--- config.mk ---
export PLATFORM = sky130hd
export DESIGN_NAME = wb_commit
export DESIGN_NICKNAME = d
export VERILOG_FILES = /design/src/rtl/pipeline_pkg.sv /design/src/rtl/commit_fifo.sv /design/src/rtl/wb_commit.sv
export SDC_FILE = /design/constraint.sdc
export NUM_CORES = 1
export LEC_CHECK = 0
export ABC_AREA = 1
export CAP_MARGIN = 20
export CORE_UTILIZATION = 43
export CTS_BUF_LIST = sky130_fd_sc_hd__clkbuf_8
export DETAILED_ROUTE_END_ITERATION = 12
export GPL_TIMING_DRIVEN = 0
export PLACE_DENSITY = 0.71
export SYNTH_ARGS = -nofsm -noshare
export SYNTH_HDL_FRONTEND = slang
export SYNTH_HIERARCHICAL = 1
export SYNTH_SLANG_ARGS = --single-unit
--- constraint.sdc ---
create_clock -name clk_i -period 55.3 [get_ports clk_i]
set_input_delay 11.06 -clock clk_i [delete_from_list [all_inputs] [get_ports clk_i]]
set_output_delay 11.06 -clock clk_i [all_outputs]
set_load 0.005 [all_outputs]
--- src/rtl/pipeline_pkg.sv ---
// Shared pipeline types: MEM/WB payload and the per-instruction commit record
// consumed by the trace/difftest sink.
package pipeline_pkg;

   localparam int DATA_WIDTH = 64;

   typedef struct packed {
      logic [63:0]           PC;
      logic [63:0]           PC_Next;
      logic [4:0]            RD_Addr;
      logic                  Reg_WEn;
      logic [DATA_WIDTH-1:0] WB_Data;
      logic                  Mem_REn;
      logic                  enable;
   } MEMWB_Pipe_Out_t;

   typedef struct packed {
      logic [63:0]           pc;
      logic [63:0]           pc_next;
      logic [4:0]            rd;
      logic                  we;
      logic [DATA_WIDTH-1:0] data;
      logic                  is_load;
      logic [63:0]           seq;
   } Commit_Rec_t;

endpackage

--- src/rtl/commit_fifo.sv ---
// Synchronous FIFO with first-word-fall-through head from registered storage.
// Pointers carry one extra MSB so full and empty are distinguishable.
module commit_fifo #(
   parameter int DEPTH = 4,
   parameter int WIDTH = 8
) (
   input  logic             clk_i,
   input  logic             rst_ni,
   input  logic             push,
   input  logic [WIDTH-1:0] din,
   input  logic             pop,
   output logic [WIDTH-1:0] dout,
   output logic             full,
   output logic             empty
);

   localparam int AW = $clog2(DEPTH);

   logic [AW:0]      r_wptr;
   logic [AW:0]      r_rptr;
   logic [WIDTH-1:0] r_mem [DEPTH];
   logic             w_push;
   logic             w_pop;

   // A push into a full FIFO is only taken when the head leaves this cycle.
   assign w_push = push && (!full || pop);
   assign w_pop  = pop && !empty;

   assign empty = (r_wptr == r_rptr);
   assign full  = (r_wptr[AW] != r_rptr[AW]) && (r_wptr[AW-1:0] == r_rptr[AW-1:0]);
   assign dout  = r_mem[r_rptr[AW-1:0]];

   always_ff @(posedge clk_i) begin
      if (!rst_ni) begin
         r_wptr <= '0;
         r_rptr <= '0;
      end else begin
         if (w_push) r_wptr <= r_wptr + 1'b1;
         if (w_pop)  r_rptr <= r_rptr + 1'b1;
      end
   end

   always_ff @(posedge clk_i) begin
      if (w_push) r_mem[r_wptr[AW-1:0]] <= din;
   end

endmodule

--- src/rtl/wb_commit.sv ---
// Writeback/commit stage: register-file write port, retired-instruction counter,
// and a commit-record FIFO whose backpressure stalls the pipeline.
module wb_commit
   import pipeline_pkg::*;
#(
   parameter int FIFO_DEPTH = 4,
   parameter int DATA_WIDTH = pipeline_pkg::DATA_WIDTH
) (
   input  logic                  clk_i,
   input  logic                  rst_ni,
   input  MEMWB_Pipe_Out_t       data_i,
   output logic                  rf_we_o,
   output logic [4:0]            rf_waddr_o,
   output logic [DATA_WIDTH-1:0] rf_wdata_o,
   output logic                  stall_o,
   output logic                  trace_valid_o,
   input  logic                  trace_ready_i,
   output Commit_Rec_t           trace_o,
   output logic [63:0]           minstret_o
);

   logic        w_full;
   logic        w_empty;
   logic        w_pop;
   logic        w_commit;
   logic        w_rd_nz;
   Commit_Rec_t w_rec;
   logic [63:0] r_minstret;

   assign trace_valid_o = !w_empty;
   assign w_pop         = trace_valid_o && trace_ready_i;
   // A pop frees the slot this cycle, so a full FIFO need not stall.
   assign stall_o       = rst_ni && w_full && !w_pop;
   assign w_commit      = rst_ni && data_i.enable && !stall_o;
   assign w_rd_nz       = (data_i.RD_Addr != 5'd0);

   assign rf_we_o    = w_commit && data_i.Reg_WEn && w_rd_nz;
   assign rf_waddr_o = data_i.RD_Addr;
   assign rf_wdata_o = data_i.WB_Data;

   always_comb begin
      w_rec         = '0;
      w_rec.pc      = data_i.PC;
      w_rec.pc_next = data_i.PC_Next;
      w_rec.rd      = data_i.RD_Addr;
      w_rec.we      = data_i.Reg_WEn && w_rd_nz;
      w_rec.data    = data_i.WB_Data;
      w_rec.is_load = data_i.Mem_REn;
      w_rec.seq     = r_minstret;
   end

   always_ff @(posedge clk_i) begin
      if (!rst_ni)       r_minstret <= '0;
      else if (w_commit) r_minstret <= r_minstret + 64'd1;
   end

   assign minstret_o = r_minstret;

   commit_fifo #(
      .DEPTH (FIFO_DEPTH),
      .WIDTH ($bits(Commit_Rec_t))
   ) u_fifo (
      .clk_i  (clk_i),
      .rst_ni (rst_ni),
      .push   (w_commit),
      .din    (w_rec),
      .pop    (w_pop),
      .dout   (trace_o),
      .full   (w_full),
      .empty  (w_empty)
   );

endmodule

==> results.json <==
{
  "outcome": "finished clean",
  "cts_root_buf": "clkbuf_8",
  "cts_max_level": 4,
  "wl_per_cell_um": 21.6,
  "worstMarginPinSlew_ns": 0.819,
  "dieArea_um2": 103000,
  "utilization_pct": 55.5,
  "period_share_pct": 44.0,
  "power.density_nw_per_um2": 33.3,
  "stdcell_count": 5706,
  "hp-class": "flip-flop to flip-flop",
  "nFillCells": 8170,
  "worstPathMaxFanout": 6,
  "viasPerCell": 5.25,
  "worst_ep_required_time_ns": 44.24,
  "grt_pass1_vias": 29000,
  "io_pins": 602,
  "numCtsBuffers": 177,
  "fmax_ghz": 0.0411,
  "die_h_um": 321,
  "cp.arrival_ns": 13.27,
  "postRouteWirelength_um": 123000,
  "crit_path_top_delay_cell": "clkdlybuf4s50_1",
  "dpl_cell_area_um2": 52500,
  "drt_pass1_iterations": 7,
  "nets": 4400,
  "postLayoutCellArea_um2": 55900,
  "drtAntennaViolNets": 0,
  "yosysSeqAreaShare_pct": 75.3,
  "avgSynthCellArea_um2": 13.0,
  "clk_latency_ns": 0.87,
  "gr-total-overflow": 0,
  "rsz0062_at_grt": "false",
  "die_w_um": 321,
  "period_minus_slack_ns": 24.33,
  "worst_path_most_repeated_cell": "clkdlybuf4s50_1",
  "tns_ns": 0,
  "synth_cell_types": 38,
  "post_cts_resized": 0,
  "num_rows": 116,
  "crit_path_start_kind": "primary input",
  "p_leak_nw": 19.4,
  "dp_cells": 5369,
  "grt_max_degree": 31,
  "core_um2": 101000,
  "port_buffers": 601,
  "ir_drop_v": 0.0000184,
  "cts_num_sinks": 1124,
  "relSlewSlack_pct": 45.3,
  "globalplace.congestion": 0.871,
  "crit_chain": "clkdlybuf4s50_1 -> nor3_1 -> nor3b_1 -> or2_2 -> nor2_1 -> clkdlybuf4s50_1",
  "layout-drive-gt1-share_pct": 11.5,
  "slew_violations": 0,
  "antenna_found_initial": 9,
  "hold_ws_ns": 0.541,
  "fin_skew_ns": 0.0550,
  "synthesis.nets": 3576,
  "cts_tree": "built",
  "total_power_mw": 1.86,
  "finalWorstSetupSlack_ns": 30.97,
  "drc": 0,
  "cpPeakStageDelay_ns": 0.83,
  "grt_pass1_wl_um": 179000,
  "syn_area_um2": 43900,
  "dr_total_vias": 30000,
  "critPathCaptureType": "output port",
  "cap_violations": 0,
  "start_util_pct": 43.6,
  "synth_cells": 3367,
  "drtIter0Drc": 2839,
  "crit_type": "primary input to output port",
  "ys_seq_elements": 1124,
  "hold_viol_final": 0,
  "hold_buffers": 0,
  "dp_hpwl_um": 82700,
  "setup-violations-final": 0,
  "grt_util_all_layers_pct": 23.2,
  "pre_cts_ws_ns": 30.89,
  "clk_pin_slew_ns": 0.06,
  "ys_warn_count": 6,
  "postCtsSetupBuffers": 0,
  "syn2layout_area_growth_pct": 27.4,
  "clock_path_buffers": 3
}
==> Yosys cell counts <==
library cell	n	area share, %
edfxtp_1	1052	72
nor2_1	694	5.9
o21ai_0	542	6.2
o22ai_1	263	3.8
nand2_1	182	1.6
buf_4	143	2.4
clkbuf_1	117	1.0
inv_1	81	0.69
dfxtp_1	72	3.3
buf_2	49	0.56
nand3_1	46	0.53
a21oi_1	35	0.40
nor2_2	10	0.14
nand4_1	9	0.13
inv_2	7	0.060
xor2_1	7	0.14
ha_1	6	0.17
nor3_1	5	0.057
xnor2_1	5	0.10
nand2_2	4	0.057
nand2_4	4	0.10
nand3b_1	4	0.068
nor2_4	4	0.10
and2_1	3	0.043
buf_1	3	0.026
buf_6	3	0.077
nor3b_1	3	0.051
a21o_1	2	0.034
nor2_8	2	0.091
o21bai_1	2	0.034
a21boi_0	1	0.017
a31oi_1	1	0.014
and3_1	1	0.014
clkinv_1	1	0.0086
nand3_2	1	0.023
nor4_1	1	0.014
o21a_1	1	0.017
or2_2	1	0.014
==> layer usage <==
| metal | track usage (%) | routed length (um) |
|---|---|---|
| met5 | 0 | 40 |
| met3 | 5.35 | 10600 |
| met2 | 38.5 | 60500 |
| met1 | 29.7 | 48400 |
| met4 | 8.63 | 3510 |
==> placed cells by master (no fill, tap or decap), types with 4 or more instances in the layout <==
cell             netlist  layout
o21ai_0              542     542
a21oi_1               35      34
o22ai_1              263     263
clkbuf_1             117     117
ha_1                   6       6
buf_2                 49      49
nand3_1               46      46
clkbuf_8               0     186
nor2_2                10      10
xnor2_1                5       5
buf_12                 0      37
clkinv_1               1      41
xor2_1                 7       7
clkinv_2               0      18
diode_2                0      10
clkdlybuf4s50_1        0     601
clkinv_8               0       4
nor2_4                 4       7
nand2_1              182     182
inv_2                  7       7
inv_1                 81     146
nand4_1                9       9
edfxtp_1            1052    1052
nor3_1                 5       5
buf_4                143     143
nand3b_1               4       4
nand2_2                4       4
clkinvlp_4             0       7
nor2_1               694     691
buf_16                 0       7
nand2_4                4       4
dfxtp_1               72      72
==> worst paths after layout <==
| kind | startpoint | to | slack (ns) | cells after the start |
|---|---|---|---|---|
| setup / recovery | data_i[69] | rf_we_o | 30.97 | 6 |
| hold / removal | minstret_o[63] | u_fifo/r_mem[2][63] | 0.54 | 0 |
| setup reg to reg | u_fifo/r_wptr[1] | u_fifo/r_mem[2][143] | 51.05 | 18 |
| hold reg to reg | minstret_o[63] | u_fifo/r_mem[2][63] | 0.54 | 0 |
==> area by class of cell <==
cell class,instances,area [um2],share of cell area (%)
inverters,89,334,0.598
clock buffers,186,2560,4.58
clock inverters,141,737,1.32
diodes,10,25.0,0.0448
well taps,1357,1700,3.04
multi-input cells,1839,8720,15.6
flip-flops and latches,1124,33000,59.1
repair buffers,645,6950,12.4
plain buffers,315,1800,3.23
==> kinds of logic (layout without fill, tap and decap cells) <==
group | Yosys count | in the layout | synth area share (%)
DFF | 1124 | 1124 | 75.3
AOI/OAI and AO/OA | 847 | 847 | 10.5
buffers and inverters | 404 | 1376 | 4.87
and+or+nand+nor | 974 | 974 | 8.93
xor gates and xnor gates | 12 | 12 | 0.240
adders and majority gates | 6 | 6 | 0.171
other | 0 | 10 | 0
==> sequential cells by signal, summed over array words and instances (netlist names), named ones only <==
| register | count |
|---|---|
| minstret_o | 64 |
| u_fifo/r_rptr | 3 |
| u_fifo/r_mem | 1052 |
| u_fifo/r_wptr | 3 |
==> power by group <==
group / switching [mW] / internal (mW)
logic: 0.143 / 0.119
clock network: 0.322 / 0.327
registers: 0.00440 / 0.946
total: 0.470 / 1.39
==> critical path: cells and delay by family <==
family | cells | cell delay (ns)
simple gates | 4 | 0.77
buf+inv | 2 | 1.42
Power figures use the tool's default switching activity.
